<file path="config.mk">
export PLATFORM = sky130hd
export DESIGN_NAME = t_bank_arbiter
export DESIGN_NICKNAME = d
export VERILOG_FILES = /design/src/rtl/t_bank_arbiter.sv
export SDC_FILE = /design/constraint.sdc
export NUM_CORES = 1
export LEC_CHECK = 0
export ABC_AREA = 1
export CORE_ASPECT_RATIO = 1.75
export CORE_MARGIN = 5
export CORE_UTILIZATION = 39
export CTS_CLUSTER_DIAMETER = 200
export DETAILED_ROUTE_END_ITERATION = 16
export PLACE_DENSITY = 0.87
export REMOVE_ABC_BUFFERS = 1
export SKIP_LAST_GASP = 1
export SYNTH_ARGS = -nofsm -noshare
export SYNTH_HDL_FRONTEND = slang
export SYNTH_SLANG_ARGS = --single-unit
</file>
<file path="constraint.sdc">
create_clock -name clk -period 1.9 [get_ports clk]
set_input_delay 0.38 -clock clk [delete_from_list [all_inputs] [get_ports clk]]
set_output_delay 0.38 -clock clk [all_outputs]
set_load 0.05 [all_outputs]
</file>
<file path="src/rtl/t_bank_arbiter.sv">
// t_bank_arbiter: round-robin arbiter and sequencer for a shared bank of
// WIDTH toggle bits. One requester is served at a time in three phases:
// IDLE (select), ISSUE (drive T for one cycle), ACK (complete, advance pointer).
// Every output is decoded from registered state, so req/mask never reach an
// output combinationally.
module t_bank_arbiter #(
    parameter int N_REQ = 4,
    parameter int WIDTH = 8
) (
    input  logic                   clk,
    input  logic                   rst,
    input  logic [N_REQ-1:0]       req,
    input  logic [N_REQ*WIDTH-1:0] mask,
    output logic [N_REQ-1:0]       gnt,
    output logic [N_REQ-1:0]       ack,
    output logic [WIDTH-1:0]       t_vec,
    output logic                   busy,
    output logic [WIDTH-1:0]       Q
);

    localparam int IDX_W = (N_REQ > 1) ? $clog2(N_REQ) : 1;

    typedef enum logic [1:0] {
        IDLE  = 2'd0,
        ISSUE = 2'd1,
        ACK   = 2'd2
    } state_t;

    state_t             state_reg, state_next;
    logic [IDX_W-1:0]   ptr_reg, ptr_next;
    logic [IDX_W-1:0]   idx_reg, idx_next;
    logic [WIDTH-1:0]   mvec_reg, mvec_next;
    logic [WIDTH-1:0]   q_reg, q_next;

    logic [WIDTH-1:0]   mask_arr [N_REQ];
    logic [N_REQ-1:0]   idx_onehot;
    logic               win_found;
    logic [IDX_W-1:0]   win_idx;
    logic [IDX_W-1:0]   cand;

    // Unpack the flat mask bus and decode the latched winner into a one-hot.
    genvar gi;
    generate
        for (gi = 0; gi < N_REQ; gi++) begin : g_req
            assign mask_arr[gi]   = mask[gi*WIDTH +: WIDTH];
            assign idx_onehot[gi] = (idx_reg == IDX_W'(gi));
        end
    endgenerate

    // Round-robin search starting just after the last served requester.
    always_comb begin
        win_found = 1'b0;
        win_idx   = '0;
        cand      = '0;
        for (int k = 1; k <= N_REQ; k++) begin
            cand = IDX_W'((int'(ptr_reg) + k) % N_REQ);
            if (!win_found && req[cand]) begin
                win_found = 1'b1;
                win_idx   = cand;
            end
        end
    end

    // Next-state logic: latch winner in IDLE, toggle Q leaving ISSUE, move ptr leaving ACK.
    always_comb begin
        state_next = state_reg;
        ptr_next   = ptr_reg;
        idx_next   = idx_reg;
        mvec_next  = mvec_reg;
        q_next     = q_reg;
        case (state_reg)
            IDLE: begin
                if (win_found) begin
                    idx_next   = win_idx;
                    mvec_next  = mask_arr[win_idx];
                    state_next = ISSUE;
                end
            end
            ISSUE: begin
                q_next     = q_reg ^ mvec_reg;
                state_next = ACK;
            end
            ACK: begin
                ptr_next   = idx_reg;
                state_next = IDLE;
            end
            default: state_next = IDLE;
        endcase
    end

    // State registers; reset aborts any operation in flight and clears the bank.
    always_ff @(posedge clk or posedge rst) begin
        if (rst) begin
            state_reg <= IDLE;
            ptr_reg   <= IDX_W'(N_REQ - 1);
            idx_reg   <= '0;
            mvec_reg  <= '0;
            q_reg     <= '0;
        end else begin
            state_reg <= state_next;
            ptr_reg   <= ptr_next;
            idx_reg   <= idx_next;
            mvec_reg  <= mvec_next;
            q_reg     <= q_next;
        end
    end

    assign gnt   = (state_reg != IDLE) ? idx_onehot : '0;
    assign ack   = (state_reg == ACK)  ? idx_onehot : '0;
    assign t_vec = (state_reg == ISSUE) ? mvec_reg : '0;
    assign busy  = (state_reg != IDLE);
    assign Q     = q_reg;

endmodule

</file>
**Word level (Yosys, flattened, before mapping)**

Cells that the tools add are included.

- Flip-flop bits (word level): 22
- Logic and storage cells: 56

- Reduce and logical (&&, ||, !) cells: 10
- Add/sub/neg operators: 4
- Equal/unequal tests: 6
- Muxes and demuxes: 24
- Bitwise operators: 2
- Magnitude comparators: 5

Operators with widths:

| kind | count |
|---|---|
| 8-bit two-way mux | 3 |
| 8-bit binary-select mux with 2-bit select | 1 |
| 2-bit by 3-bit < comparator with 1-bit output, second input constant | 4 |
| 2-bit two-way mux | 5 |
| 1-bit binary-select mux with 2-bit select | 4 |
| 1-bit two-way mux | 8 |
| 4-bit two-way mux | 2 |
| 8-bit XOR | 1 |
| 2-bit equality test, second input constant | 3 |
| 2-bit by 1-bit adder with 2-bit output, second input constant | 2 |
| 2-bit adder, second input constant | 2 |
| 2-bit by 1-bit equality test with 1-bit output, second input constant | 2 |
| 2-bit zero test | 2 |
| 2-bit case mux with 2 select lines | 1 |
| 3-bit >= comparator, second input constant | 1 |
| 1-bit logical AND | 3 |
| 1-bit zero test | 3 |
| 2-bit inverter with 3-bit output | 1 |
| 2-bit inequality test, second input constant | 1 |
| 2-bit AND reduction | 1 |
| 2-bit nonzero test | 1 |

**Logic depth before layout (Yosys ltp)**

- Word-level depth: 17
- Depth in mapped cells: 16
- Depth with buffers taken out: 15

**Worst setup path before layout**

No wires, ideal clock.

- Path kind: flip-flop to output port
- Start point: reg idx_reg[1]
- End point: out ack[2]
- Stages on the path, launching flop included: 3
- Data arrival time: 1.579 ns
- Required time: 1.520 ns
- Path slack: -0.059 ns
- Cells stage by stage: dfrtp_1 > inv_1 > nor3_1

- Word-level cells in the longest chain between the ends: 2

Ends and longest elaborated chain:

| what | line | RTL |
|---|---|---|
| from (decl) | 31 | `logic [IDX_W-1:0] idx_reg, idx_next;` |
| from (signal assigned) | 102 | `idx_reg <= idx_next;` |
| 2-bit equality test | 46 | `assign idx_onehot[gi] = (idx_reg == IDX_W'(gi));` |
| 4-bit two-way mux | 109 | `assign ack = (state_reg == ACK) ? idx_onehot : '0;` |
| to (decl) | 15 | `output logic [N_REQ-1:0] ack,` |

No other way between the ends.

**Final worst setup path**

- Start point: reg ptr_reg[0]
- End point: reg mvec_reg[0]

- Word-level cells in the longest chain between the ends: 17

Ends and longest elaborated chain:

| what | line | RTL |
|---|---|---|
| from (decl) | 30 | `logic [IDX_W-1:0] ptr_reg, ptr_next;` |
| from (signal assigned) | 95 | `ptr_reg <= IDX_W'(N_REQ - 1);` |
| from (signal assigned) | 101 | `ptr_reg <= ptr_next;` |
| 2-bit by 1-bit adder with 2-bit output | 56 | `cand = IDX_W'((int'(ptr_reg) + k) % N_REQ);` |
| 1-bit binary-select mux with 2-bit select | 57 | `if (!win_found && req[cand]) begin` |
| 1-bit two-way mux (implied by the code) | 57 |  |
| 1-bit two-way mux | 57 |  |
| 1-bit zero test | 57 |  |
| 1-bit logical AND | 57 |  |
| 1-bit two-way mux | 57 |  |
| 1-bit zero test | 57 |  |
| 1-bit logical AND | 57 |  |
| 1-bit two-way mux | 57 |  |
| 1-bit zero test | 57 |  |
| 1-bit logical AND | 57 |  |
| 2-bit two-way mux | 57 |  |
| 2-bit inverter with 3-bit output (implied by the code) | 75 | `mvec_next = mask_arr[win_idx];` |
| 8-bit binary-select mux with 2-bit select | 75 |  |
| 8-bit two-way mux (implied by the code) (2 in series) | 75 |  |
| to (signal assigned) | 103 | `mvec_reg <= mvec_next;` |
| to (decl) | 32 | `logic [WIDTH-1:0] mvec_reg, mvec_next;` |

Parallel ways exist; a longest one is shown, timed or not. The select of a mux whose other input is x is not followed.
A chain may end at the register's enable or synchronous reset.

==> results.cfg <==
[worst_setup_path]
slowest_delay_ns = 0.61
cp-start-kind = flop
crit_top_cell = nand2_1
cp.arrival_ns = 2.19
required_ns = 2.11
crit_path_end_kind = flop
cp_cell_sequence = buf_4, nand2_1, nand3_1, nand2_1, nand2_4, nand2_4, nor2_4, nand2_8, buf_4, nand3_1, nand3_1, nand2_1, nand2_1, nand2_1
crit_type = reg -> reg
cp_max_fo = 6
slowest_stage = dfstp_2

[layout]
regArea_um2 = 553
multi_input_area_um2 = 958
fillers = 285
final_layout_size_suffix_gt1_share_pct = 33.8
design_area_um2 = 2690
n_antenna_cell = 0
layout_common_cells = 45 x nand2_1, 42 x nand3_1, 38 x clkdlybuf4s50_1
nNetsFinal = 335
final_common_cell = nand2_1
areaGrowthSynthToFinish_pct = 73.5

[sta]
worst_slew_pin_slew_ns = 0.488
setup_viol = 8
fin_skew_ns = 0.00560
slew_violations = 0
fmax_mhz = 504
final-hold-violation-count = 0
slew_headroom_pct = 67.4
setup_slack_ns = -0.0856
rsz0062_at_grt = true
finalCritPeriodShare_pct = 105
period_needed_ns = 1.99

[clock_network]
cts_root_buffer = clkbuf_8
cts_made_buffers = 3
clock-sinks = 22
path_clk_slew_ns = 0.08
htree_levels = 1
insertion_delay_ns = 0.26
cts_tree = done
cts_buffer_depth = 2
cts_hold_buf = 0

[status]
outcome = finished with violations
violations = negative setup slack

[global_route]
grt_pass1_vias = 1778
grt_max_degree = 23
grtUsageTotal_pct = 17.3
grt_pass1_wl_um = 7540
overflow = 0
antenna_found_initial = 0

[die]
die_w_um = 57.6
rows = 30
die_area_um2 = 5380
die_h_um = 93.4
io_pins = 63
start_util_pct = 40.1
fp.coreArea_um2 = 3870

[logic_synthesis]
synth_top_family_by_area = simple AND/OR/NAND/NOR gates
synth_seq_cells = 22
ys_types = 22
synth-async-reset-ratio_pct = 100
synth_compound_area_share_pct = 3.39
synth-adder-area-share_pct = 0
synthXorXnorAreaFrac_pct = 4.52
synth_edf_count = 0
synthCells = 212
yosysWarnings = 0
synth_area_per_cell_um2 = 7.31
synthMuxAreaShare_pct = 0
synth_seq_area_share_pct = 35.7
synth_flop_cell = dfrtp_1
synth-simple-area-share_pct = 46.4
netlist_area_um2 = 1550

[detailed_routing]
wl_um = 4750
firstDrtPassIters = 5
first_iter_violations = 68
wl_per_cell_um = 13.8
vias_per_cell = 4.96
dr_total_vias = 1706
drcViolationCount = 0
ant_nets = 0

[placed_design]
place.gp.congestion = 0.768
postPlaceCellArea_um2 = 2410
dpl.hpwl_um = 3370
io_buffers = 62

[worst_hold_path]
hold_path.class = in -> async

[flow_run]
cap_viol_max_count = 0
-- kinds of logic (layout without fill, tap and decap cells) --
logic type / after synthesis / count (layout)
flops: 22 / 22
buf+inv: 32 / 114
compound gates: 6 / 6
simple gates: 144 / 146
xor+xnor: 8 / 8
-- metrics by stage --
stage | cells | utilization (%) | TNS (ns) | hold WS (ns) | worst slack, ns
after global routing | 344 | 69.5 | -1.67 | 0.491 | -0.218
final | 344 | 69.5 | -0.572 | 0.444 | -0.0856
after global placement | 329 | 62.2 | -1.48 | 0.449 | -0.164
after CTS | 340 | 67.5 | -0.0514 | 0.454 | -0.0219
after detailed placement | 329 | 62.2 | -2.04 | 0.459 | -0.222
after floorplan | 207 | - | -0.250 | 0.368 | -0.0593
-- synthesized netlist by cell type (2+ instances only) --
| library cell | count | area share, % |
|---|---|---|
| nand3_1 | 42 | 14 |
| dfrtp_1 | 20 | 32 |
| nor3_1 | 6 | 1.9 |
| nand2_1 | 57 | 14 |
| nand2_4 | 3 | 2.2 |
| o21ai_0 | 3 | 0.97 |
| nor2_1 | 12 | 2.9 |
| inv_1 | 24 | 5.8 |
| dfstp_2 | 2 | 3.4 |
| nor2_4 | 2 | 1.5 |
| nand2_2 | 19 | 7.7 |
| inv_2 | 3 | 0.73 |
| xor2_1 | 8 | 4.5 |
| buf_4 | 3 | 1.5 |
-- area by class of cell --
type,instances,area share (%)
inverter,27,3.96
sequential,22,20.6
multi-input combinational,160,35.7
tap,48,2.23
clock inverter,1,1.12
timing repair buffer,83,34.9
clock buffer,3,1.54
-- worst paths after layout --
kind / from / to / slack [ns] / depth (start not counted)
worst max-delay path: ptr_reg[0] / mvec_reg[0] / -0.09 / 14
worst min-delay path: rst / state_reg[1] / 0.44 / 3
worst max register to register: ptr_reg[0] / mvec_reg[0] / -0.09 / 14
worst min register to register: state_reg[1] / state_reg[1] / 0.47 / 1
max in group asynchronous: rst / ptr_reg[0] / 1.18 / 3
min in group clk: state_reg[1] / state_reg[1] / 0.47 / 1
-- worst max-delay path: cells and delay by family (launching register included) --
family | cells | cell delay (ns)
buffers and inverters | 2 | 0.30
DFF | 1 | 0.61
and+or+nand+nor | 12 | 1.01
-- routing by layer --
| layer | GRT usage [%] | share of wire [%] | up-vias |
|---|---|---|---|
| li1 | - | - | 838 |
| met1 | 16.4 | 34 | 803 |
| met2 | 35.8 | 60 | 61 |
| met3 | 2.35 | 5.0 | 4 |
| met4 | 5.61 | 0.80 | 0 |
| met5 | 0 | 0 | - |
-- timing repair --
action | CTS | global route
pin swaps | 2 | 5
setup endpoints to repair | 10 | 11
cloned | 2 | 1
setup buffers | 5 | 3
gates resized for setup | 15 | 16
Power is left out: the tool's default activity adds up to more than one toggle a clock period on the data nets, which glitch-free logic cannot reach.
